$ cat config.mk
export PLATFORM = sky130hd
export DESIGN_NAME = sd_cmd_sender
export DESIGN_NICKNAME = d
export VERILOG_FILES = /design/src/rtl/sd_pkg.sv /design/src/rtl/crc7_serial.sv /design/src/rtl/sd_cmd_sender.sv
export SDC_FILE = /design/constraint.sdc
export NUM_CORES = 1
export LEC_CHECK = 0
export ABC_AREA = 1
export CAP_MARGIN = 30
export CORE_MARGIN = 4
export CORE_UTILIZATION = 45
export DETAILED_ROUTE_END_ITERATION = 6
export PLACE_DENSITY_LB_ADDON = 0.15
export SLEW_MARGIN = 25
export SYNTH_ARGS = -nofsm -noshare
export SYNTH_HDL_FRONTEND = slang
export SYNTH_SLANG_ARGS = --single-unit
$ cat constraint.sdc
create_clock -name clk -period 3.1 [get_ports clk]
set_input_delay 0.62 -clock clk [delete_from_list [all_inputs] [get_ports clk]]
set_output_delay 0.62 -clock clk [all_outputs]
set_load 0.05 [all_outputs]
$ cat src/rtl/sd_pkg.sv
// Shared types and constants for the SD command-line transmitter.
// The state encoding is kept as a 2-bit enum so it matches legacy register dumps.
package sd_pkg;

  typedef enum logic [1:0] {
    ST_IDLE     = 2'd0,
    ST_CRC_CALC = 2'd1,
    ST_SEND     = 2'd2,
    ST_DONE     = 2'd3
  } state_t;

  localparam logic [6:0] CRC7_POLY   = 7'h09;
  localparam int         FRAME_BITS  = 48;
  localparam int         HEADER_BITS = 40;

  localparam logic START_BIT = 1'b0;
  localparam logic TX_BIT    = 1'b1;
  localparam logic END_BIT   = 1'b1;

  localparam logic [5:0] LAST_HEADER_IDX = 6'(HEADER_BITS - 1);
  localparam logic [5:0] LAST_FRAME_IDX  = 6'(FRAME_BITS - 1);
  localparam logic [5:0] FRAME_BITS_CNT  = 6'(FRAME_BITS);

endpackage

$ cat src/rtl/crc7_serial.sv
// Bit-serial CRC7 (x^7 + x^3 + 1), one message bit per enabled clock, MSB first.
module crc7_serial
  import sd_pkg::*;
(
  input  logic       clk,
  input  logic       rst,
  input  logic       Clear,
  input  logic       BitEn,
  input  logic       BitIn,
  output logic [6:0] Crc
);

  logic feedback;

  assign feedback = BitIn ^ Crc[6];

  // NOTE: sequential state uses non-blocking assignments so every register
  // samples the pre-edge value of its neighbours.
  always_ff @(posedge clk or posedge rst) begin
    if (rst) begin
      Crc <= '0;
    end else if (Clear) begin
      Crc <= '0;
    end else if (BitEn) begin
      Crc <= {Crc[5:0], 1'b0} ^ (feedback ? CRC7_POLY : 7'h00);
    end
  end

endmodule

$ cat src/rtl/sd_cmd_sender.sv
// SD CMD-line transmitter: latches a command, computes its CRC7 serially,
// then shifts the 48-bit frame out paced by BitStrobe.
module sd_cmd_sender
  import sd_pkg::*;
(
  input  logic        clk,
  input  logic        rst,
  input  logic        Start,
  input  logic [5:0]  CmdIndex,
  input  logic [31:0] Argument,
  input  logic        BitStrobe,
  output logic        Busy,
  output logic        Done,
  output logic        CmdOut,
  output logic        CmdOE,
  output logic [6:0]  CRC
);

  state_t      state;
  logic [39:0] header;
  logic [5:0]  bit_cnt;
  logic        cmd_bit;
  logic        line_en;
  logic        accept;
  logic        crc_en;
  logic        crc_bit;
  logic [47:0] frame;

  assign accept  = (state == ST_IDLE) && Start;
  assign crc_en  = (state == ST_CRC_CALC);
  assign crc_bit = header[LAST_HEADER_IDX - bit_cnt];
  assign frame   = {header, CRC, END_BIT};

  crc7_serial u_crc (
    .clk   (clk),
    .rst   (rst),
    .Clear (accept),
    .BitEn (crc_en),
    .BitIn (crc_bit),
    .Crc   (CRC)
  );

  // bit_cnt indexes header bits during CRC_CALC and counts driven bits in SEND.
  always_ff @(posedge clk or posedge rst) begin
    if (rst) begin
      state   <= ST_IDLE;
      header  <= '0;
      bit_cnt <= '0;
      cmd_bit <= 1'b1;
      line_en <= 1'b0;
    end else begin
      case (state)
        ST_IDLE: begin
          if (Start) begin
            header  <= {START_BIT, TX_BIT, CmdIndex, Argument};
            bit_cnt <= '0;
            state   <= ST_CRC_CALC;
          end
        end
        ST_CRC_CALC: begin
          if (bit_cnt == LAST_HEADER_IDX) begin
            bit_cnt <= '0;
            state   <= ST_SEND;
          end else begin
            bit_cnt <= bit_cnt + 6'd1;
          end
        end
        ST_SEND: begin
          if (BitStrobe) begin
            if (bit_cnt == FRAME_BITS_CNT) begin
              // End bit has been held for a full bit period; release the line.
              state   <= ST_DONE;
              line_en <= 1'b0;
              cmd_bit <= 1'b1;
            end else begin
              cmd_bit <= frame[LAST_FRAME_IDX - bit_cnt];
              line_en <= 1'b1;
              bit_cnt <= bit_cnt + 6'd1;
            end
          end
        end
        ST_DONE: begin
          bit_cnt <= '0;
          state   <= ST_IDLE;
        end
        default: state <= ST_IDLE;
      endcase
    end
  end

  assign Busy   = (state != ST_IDLE);
  assign Done   = (state == ST_DONE);
  assign CmdOE  = line_en && (state == ST_SEND);
  assign CmdOut = CmdOE ? cmd_bit : 1'b1;

endmodule

==> flow_metrics.tcl, run 1 <==
set metrics [dict create \
    synth_top_area_share_pct 46.7 \
    drive_above_1_share_pct 6.15 \
    regToRegEndpoint "header[36]" \
    tightest_slew_ns 0.533 \
    synth_area_um2 2950 \
    cts_tree "yes" \
    yosysWarnings 0 \
    holdCritPathClass "register to register" \
    wl_met3_um 279 \
    power_leakage_nw 1.72 \
    clk_path_buf_depth 2 \
    ant_nets 0 \
    yosysTopAreaCell "dfrtp_1" \
    grt_pass1_wl_um 11200 \
    post_drt_via_cell_ratio 4.85 \
    switching_share_pct 44.4 \
    synthMuxAreaShare_pct 0 \
    cp.required_ns 2.48 \
    hold_depth 1 \
    post-cts-setup-buffer-count 0 \
    hpwlAfterDp_um 4660 \
    wl_per_cell_um 12.6 \
    ys_types 29 \
    max-cap-violations 0 \
    max-vdd-ir-drop_mv 0.480 \
    synth_nets 441 \
    powerDensity_nw_per_um2 859 \
    antennaDiodeCount 0 \
    synth.area.top_cells "dfrtp_1 47%, nand2_1 16%, inv_1 6.2%, nand3_1 5.4%, o21ai_0 5.3%" \
    drt_iter0_drc 159 \
    grt_overflow 0 \
    drc 0 \
    synth_compound_area_share_pct 10.4 \
    grt_pass1_vias 2455 \
    grt_usage_pct 18.2 \
    ios 53 \
    worstSkewPairLatency_ns 0.31 \
    post_synth.cell_area_avg_um2 7.58 \
    synth_seq_area_share_pct 47.6 \
    post-route-period-util_pct 89.5 \
    cts_hold_buf 0 \
    end_kind "primary output" \
    clock-root-buffer "clkbuf_8" \
    die_area_um2 7910 \
    rsz0062_at_grt "no" \
    synth_top_family_by_area "simple AND/OR/NAND/NOR gates" \
    clk_pin_slew_ns 0.10 \
    clock_skew_ns 0.0106 \
    syn_to_final_growth_pct 22.8 \
    start_util_pct 46.4 \
    reg2reg_slack_ns 1.07 \
    setup_tns_ns 0 \
    cp-endpoint "CmdOut" \
    pwr-share-clk_pct 12.8 \
    synth_flop_cell "dfrtp_1" \
    top_layer "met4" \
    path_class "register to primary output" \
    grt_max_degree 64 \
    drt_first_pass_iters 4 \
    cp_max_fo 6 \
    fp.dieW_um 89.0 \
    start_kind "register" \
    cts_resized 0 \
    antenna_found_initial 0 \
    rows 29 \
    place.gp.congestion 0.827 \
    intPower_mw 1.73 \
    cts_buffers 5 \
    seq_power_share_pct 37.6 \
    vias 2503 \
    wirelength_um 6530 \
    period_needed_ns 2.78 \
    ys_ff_latch 56 \
    synth_xor_area_share_pct 0.594 \
    drt-met1-wl_um 3230 \
    reg2reg_from "state[0]" \
    startpoint "state[0]" \
    core-area_um2 6350 \
    synthSimpleGateAreaFrac_pct 27.9 \
    final_max_slew_viol_count 0 \
    dr_wl_met2_um 2940 \
    setup_violations 0 \
    h-tree-depth 2 \
    power.switching_mw 1.38 \
    cts_sinks 56 \
    port_buffers 52 \
    nNetsFinal 490 \
    postLayoutCoreUtil_pct 57.0 \
    status "completed" \
    netlist_instances 389 \
    synthArstFlopShare_pct 100 \
    die_y_um 89.0 \
    cp.arrival_ns 2.16 \
    rr_worst_depth 6 \
    synth_edf_count 0 \
    fmax_mhz 360 \
    maxSlewHeadroom_pct 64.5 \
    fin_total_pwr_mw 3.11 \
    synthAdderAreaFrac_pct 4.24 \
    combPwrFrac_pct 49.6 \
    finalHoldViolCount 0 \
]
## registers in the layout, summed over array words and instances, names as in the netlist
name / cells
line_en: 1
state: 2
cmd_bit: 1
bit_cnt: 6
header: 39
u_crc.Crc: 7
## per-layer routing
layer	global-route usage, %	vias to the layer above
li1	-	1323
met1	26.2	1129
met2	28.4	46
met3	2.86	5
met4	5.28	0
met5	0	-
## per-stage QoR
step                      setup slack (ns)  area [um2]  hold slack, ns  std cells
after CTS                            0.302        3620           0.482        516
after global placement               0.678        3530           0.453        508
after floorplan                       1.11        2950           0.440        389
after detailed placement             0.648        3530           0.456        508
after global routing                 0.200        3620           0.510        516
final                                0.324        3620           0.477        516
## cell type report
| cell class | count | area [um2] |
|---|---|---|
| Fill cell | 602 | 2730 |
| Sequential cell | 56 | 1400 |
| Multi-Input combinational cell | 264 | 1270 |
| Timing Repair Buffer | 57 | 558 |
| Inverter | 54 | 203 |
| Tap cell | 77 | 96.3 |
| Clock buffer | 6 | 72.6 |
| Clock inverter | 2 | 16.3 |
## worst max-delay path, cell delays in order (launching register included)
cell,delay [ns]
dfrtp_1,0.41
inv_1,0.12
ha_1,0.27
nand2_1,0.09
or2_2,0.27
clkdlybuf4s50_1,0.70
## cell usage in the layout (no fill, tap or decap)
master           instances
a21oi_2                  1
ha_1                    10
inv_1                   48
o21ai_1                  9
o22ai_1                  5
a211oi_1                 1
clkdlybuf4s50_1         52
clkbuf_8                 5
clkinv_4                 1
nor3_1                   2
inv_2                    6
o311ai_0                 1
o2111ai_1                1
nor3b_2                  1
or2_2                    2
o211ai_1                 1
nor2_2                   1
nand4_1                  4
nor3_2                   2
xor2_1                   2
nand3_2                  1
clkbuf_1                 1
buf_4                    5
nor3b_1                  1
nand2_1                122
nor2_1                  27
a21oi_1                  7
o21ai_0                 31
dfstp_2                  1
clkinvlp_4               1
dfrtp_1                 55
nand3_1                 32
## worst min-delay path by stage
stage,start,endpoint
2_1_floorplan,header[38],header[38]
5_1_grt,header[38],header[38]
3_3_place_gp,header[38],header[38]
6_report,header[38],header[38]
4_1_cts,header[38],header[38]
3_5_place_dp,header[38],header[38]
## synthesized netlist by cell type (2+ instances only)
cell type,instances
nor2_1,27
nand4_1,4
clkbuf_1,8
buf_2,5
nor3_2,2
a21oi_1,7
o21ai_1,9
o22ai_1,5
inv_2,5
ha_1,10
xor2_1,2
o21ai_0,31
dfrtp_1,55
nor3_1,2
nand2_1,122
inv_1,49
buf_4,2
nand3_1,32
or2_2,2
## power groups by stage
stage	Clock [mW]	Sequential (mW)	Combinational, mW
CTS	0.411	1.17	1.56
global placement	0	1.17	1.52
global route	0.435	1.21	1.77
floorplan	0	1.24	1.07
detailed placement	0	1.18	1.56
finish	0.399	1.17	1.54
## cells by family after synthesis
family | after synthesis
AOI/OAI and AO/OA | 57
xor gates and xnor gates | 2
adders and majority gates | 10
buffers and inverters | 69
DFF | 56
and+or+nand+nor | 195
Note: power is estimated with default switching activity, not from simulation.
==> run 2, diff against run 1 <==
clock period = 3.55 ns   (was 3.1 ns; I/O delays follow)
==> run 2 against run 1 <==
  * Power fell by 11%
  * Largest cell class unchanged
  * Routed wire length decreased by 1.3%
  * Clock power is 4% higher
  * Non-clock buffer count did not move
  * Cell area increased by 0.52%
  * Via count increased by 1.6%
  * Cell count did not move
  * Clock-buffer cell count unchanged
  * Clock skew fell by 0.0032 ns
  * Critical path depth is the same
  * Sequential power decreased by 13%
==> flow_metrics.tcl, run 2 (synthesis gave the netlist of run 1 again) <==
set metrics [dict create \
    core-area_um2 6350 \
    die_area_um2 7910 \
    cp_slowest_stage_delay_ns 0.70 \
    clk_pin_slew_ns 0.09 \
    period_needed_ns 2.90 \
    cts_hold_buf 0 \
    path_class "register to primary output" \
    syn_to_final_growth_pct 23.5 \
    ios 53 \
    most-common-layout-cells "122 x nand2_1, 55 x dfrtp_1, 52 x clkdlybuf4s50_1" \
    pre_cts_slack_ns 0.987 \
    drive_above_1_share_pct 6.15 \
    nNetsFinal 490 \
    seq_power_share_pct 36.7 \
    largest_reg_flops 39 \
    cts_tree "yes" \
    post_drt_via_cell_ratio 4.93 \
    layout_commonest_cell "nand2_1" \
    wirelength_um 6440 \
    tightest_slew_ns 0.498 \
    vias 2544 \
    drc 0 \
    antenna_found_initial 0 \
    setup_tns_ns 0 \
    worstSkewPairLatency_ns 0.31 \
    setup_violations 0 \
    end_kind "primary output" \
    max-cap-violations 0 \
    clock-root-buffer "clkbuf_8" \
    post-cts-setup-buffer-count 0 \
    wl_per_cell_um 12.5 \
    maxSlewHeadroom_pct 66.8 \
    grt_pass1_wl_um 11300 \
    top_register "header" \
    postLayoutCoreUtil_pct 57.3 \
    fillCellCount 635 \
    status "completed" \
    reg_top3 "header: 39 flops, u_crc.Crc: 7 flops, bit_cnt: 6 flops" \
    intPower_mw 1.58 \
    grt_usage_pct 18.2 \
    grt_pass1_vias 2523 \
    powerDensity_nw_per_um2 763 \
    post-route-period-util_pct 81.7 \
    grt_max_degree 40 \
    h-tree-depth 2 \
    rows 29 \
    place.gp.congestion 0.845 \
    die_y_um 89.0 \
    clock_skew_ns 0.00742 \
    max-vdd-ir-drop_mv 0.378 \
    power.switching_mw 1.20 \
    cts_sinks 56 \
    hpwlAfterDp_um 4670 \
    power_leakage_nw 1.74 \
    drt_first_pass_iters 4 \
    crit_chain "inv_1, ha_1, nand2_1, or2_2, clkdlybuf4s50_1" \
    rsz0062_at_grt "no" \
    grt_overflow 0 \
    cp.required_ns 2.84 \
    port_buffers 52 \
    cts_buffers 5 \
    combPwrFrac_pct 48.5 \
    final_max_slew_viol_count 0 \
    cp.arrival_ns 2.19 \
    clk_path_buf_depth 2 \
    cts_resized 0 \
    finalHoldViolCount 0 \
    timing.hold.ws_ns 0.481 \
    fmax_mhz 345 \
    fp.dieW_um 89.0 \
    ant_nets 0 \
    cp_max_fo 6 \
    setup_slack_ns 0.651 \
    switching_share_pct 43.1 \
    pwr-share-clk_pct 14.9 \
    cp_slowest_cell "clkdlybuf4s50_1" \
    antennaDiodeCount 0 \
    start_util_pct 46.4 \
    holdCritPathClass "register to register" \
    start_kind "register" \
    drt_iter0_drc 138 \
]
## run 2: final timing paths
path                            slack [ns]  cells past startpoint            to  startpoint
max in group asynchronous             2.00                      3       cmd_bit         rst
min in group asynchronous             0.69                      2    header[12]         rst
worst min register to register        0.48                      1    header[38]  header[38]
worst min-delay path                  0.48                      1    header[38]  header[38]
worst max-delay path                  0.65                      5        CmdOut    state[0]
worst max register to register        1.48                      8  u_crc.Crc[1]    state[0]
## run 2: per-layer routing
metal | vias up | GRT usage, % | wire, um
met2 | 49 | 28.3 | 2960
met3 | 6 | 4.61 | 367
met4 | 0 | 5.55 | 78
li1 | 1319 | - | -
met1 | 1170 | 25.0 | 3040
met5 | - | 0 | 0
## run 2: critical path, delay by kind of cell (launching register included)
family,cells,cell delay [ns]
buffers and inverters,2,0.83
adders and majority gates,1,0.29
and+or+nand+nor,2,0.36
DFF,1,0.41
## run 2: power by group through the flow
stage | Sequential (mW) | Clock [mW] | Combinational (mW)
finish | 1.02 | 0.413 | 1.35
CTS | 1.02 | 0.425 | 1.36
global placement | 1.02 | 0 | 1.33
floorplan | 1.09 | 0 | 0.937
detailed placement | 1.03 | 0 | 1.36
global route | 1.05 | 0.453 | 1.56
## run 2: through the flow
stage	area, um2	power (mW)	instances
floorplan	2950	2.02	389
global placement	3530	2.36	508
detailed placement	3530	2.39	508
CTS	3640	2.81	516
global route	3640	3.06	516
finish	3640	2.78	516
## run 2: cell type report
cell class,count,area (um2),area share (%)
Clock buffer,6,72.6,1.99
Tap cell,77,96.3,2.65
Sequential cell,56,1400,38.5
Clock inverter,2,35.0,0.962
Timing Repair Buffer,57,558,15.3
Multi-Input combinational cell,264,1270,35.0
Inverter,54,203,5.57
==> run 3, diff against run 2 <==
clock period = 3 ns   (was 3.55 ns; I/O delays follow)
==> run 3 against run 2 <==
  * Power grew 20%
  * Sequential share of layout area shrank 0.20 points
  * Cell area grew 0.52%
  * Clock-buffer cell count is the same
  * Hold slack gained 0.0069 ns
  * Via count grew 1.1%
  * Die area is the same
  * Global-route usage grew 0.54 points
  * Routed wire length grew 5.8%
  * Clock power grew 24%
  * Core utilization grew 0.30 points
  * Largest power group unchanged
  * Highest routed layer unchanged
==> flow_metrics.tcl, run 3 (synthesis gave the netlist of run 1 again) <==
set metrics [dict create \
    powerDensity_nw_per_um2 912 \
    post-cts-setup-buffer-count 0 \
    ant_nets 0 \
    die_y_um 89.0 \
    top_register "header" \
    seq_power_share_pct 36.2 \
    most-common-layout-cells "122 x nand2_1, 55 x dfrtp_1, 52 x clkdlybuf4s50_1" \
    end_kind "primary output" \
    drt_first_pass_iters 4 \
    grt_usage_pct 18.7 \
    rsz0062_at_grt "no" \
    nNetsFinal 492 \
    place.gp.congestion 0.896 \
    start_util_pct 46.4 \
    hold_start "header[38]" \
    fmax_mhz 358 \
    finalHoldViolCount 0 \
    power.switching_mw 1.45 \
    cts_sinks 56 \
    layout_commonest_cell "nand2_1" \
    antennaDiodeCount 0 \
    cp.required_ns 2.40 \
    rows 29 \
    start_kind "register" \
    wirelength_um 6810 \
    cp_slowest_stage_delay_ns 0.71 \
    wl_per_cell_um 13.2 \
    drive_above_1_share_pct 6.58 \
    drt_iter0_drc 163 \
    clk_path_buf_depth 2 \
    final_max_slew_viol_count 0 \
    hpwlAfterDp_um 4870 \
    combPwrFrac_pct 48.4 \
    grt_pass1_wl_um 11700 \
    syn_to_final_growth_pct 24.1 \
    switching_share_pct 43.6 \
    cp.arrival_ns 2.19 \
    worstSkewPairLatency_ns 0.32 \
    power_leakage_nw 1.75 \
    cts_buffers 5 \
    drc 0 \
    max-cap-violations 0 \
    timing.hold.ws_ns 0.488 \
    die_area_um2 7910 \
    max-vdd-ir-drop_mv 0.466 \
    reg_top3 "header: 39 flops, u_crc.Crc: 7 flops, bit_cnt: 6 flops" \
    cp_max_fo 6 \
    fin_total_pwr_mw 3.34 \
    status "completed" \
    grt_pass1_vias 2513 \
    h-tree-depth 2 \
    startpoint "state[0]" \
    setup_violations 0 \
    vias 2571 \
    grt_overflow 0 \
    port_buffers 52 \
    setup_tns_ns 0 \
    post-route-period-util_pct 93.0 \
    holdCritPathClass "register to register" \
    cts_hold_buf 0 \
    post_drt_via_cell_ratio 4.96 \
    postLayoutCoreUtil_pct 57.6 \
    maxSlewHeadroom_pct 66.3 \
    fp.dieW_um 89.0 \
    clock-root-buffer "clkbuf_8" \
    grt_max_degree 39 \
    pwr-share-clk_pct 15.4 \
    clock_skew_ns 0.0103 \
    antenna_found_initial 0 \
    cp_top_family "buffers and inverters" \
    period_needed_ns 2.79 \
    tightest_slew_ns 0.503 \
    cts_tree "yes" \
    core-area_um2 6350 \
    crit_chain "inv_1, ha_1, nand2_1, or2_2, clkdlybuf4s50_1" \
    cts_resized 0 \
    largest_reg_flops 39 \
    reg2reg_from "bit_cnt[0]" \
    clk_pin_slew_ns 0.10 \
    ios 53 \
    intPower_mw 1.88 \
    path_class "register to primary output" \
    crit_buf_inv 2 \
    cp_slowest_cell "clkdlybuf4s50_1" \
]
[run 3: per-stage QoR]
| step | cell area, um2 | instances | setup slack, ns |
|---|---|---|---|
| after floorplan | 2950 | 389 | 1.03 |
| after global placement | 3550 | 510 | 0.594 |
| after detailed placement | 3550 | 510 | 0.557 |
| after CTS | 3660 | 518 | 0.206 |
| after global routing | 3660 | 518 | 0.103 |
| final | 3660 | 518 | 0.209 |
[run 3: metal layers]
metal	vias up	global-route usage, %	wire length, um
li1	1330	-	-
met1	1180	26.4	3280
met2	53	30.0	3080
met3	8	3.59	381
met4	0	4.33	66
met5	-	0	0
[run 3: worst paths after layout]
| path | to | slack (ns) | cells after the start |
|---|---|---|---|
| max | CmdOut | 0.21 | 5 |
| min | header[38] | 0.49 | 1 |
| max reg2reg | bit_cnt[5] | 1.09 | 10 |
| min reg2reg | header[38] | 0.49 | 1 |
| max in group asynchronous | cmd_bit | 1.80 | 3 |
| min in group asynchronous | header[15] | 0.55 | 2 |
[run 3: power groups by stage]
stage               Sequential [mW]  Clock [mW]  Combinational, mW
CTS                            1.21       0.520               1.63
global placement               1.21           0               1.59
finish                         1.21       0.513               1.62
floorplan                      1.29           0               1.11
detailed placement             1.22           0               1.63
global route                   1.25       0.558               1.85
[run 3: cell type report]
| cell class | instances | area (um2) |
|---|---|---|
| Clock buffer | 6 | 72.6 |
| Clock inverter | 2 | 38.8 |
| Fill cell | 597 | 2690 |
| Inverter | 54 | 203 |
| Multi-Input combinational cell | 264 | 1270 |
| Sequential cell | 56 | 1400 |
| Tap cell | 77 | 96.3 |
| Timing Repair Buffer | 59 | 573 |
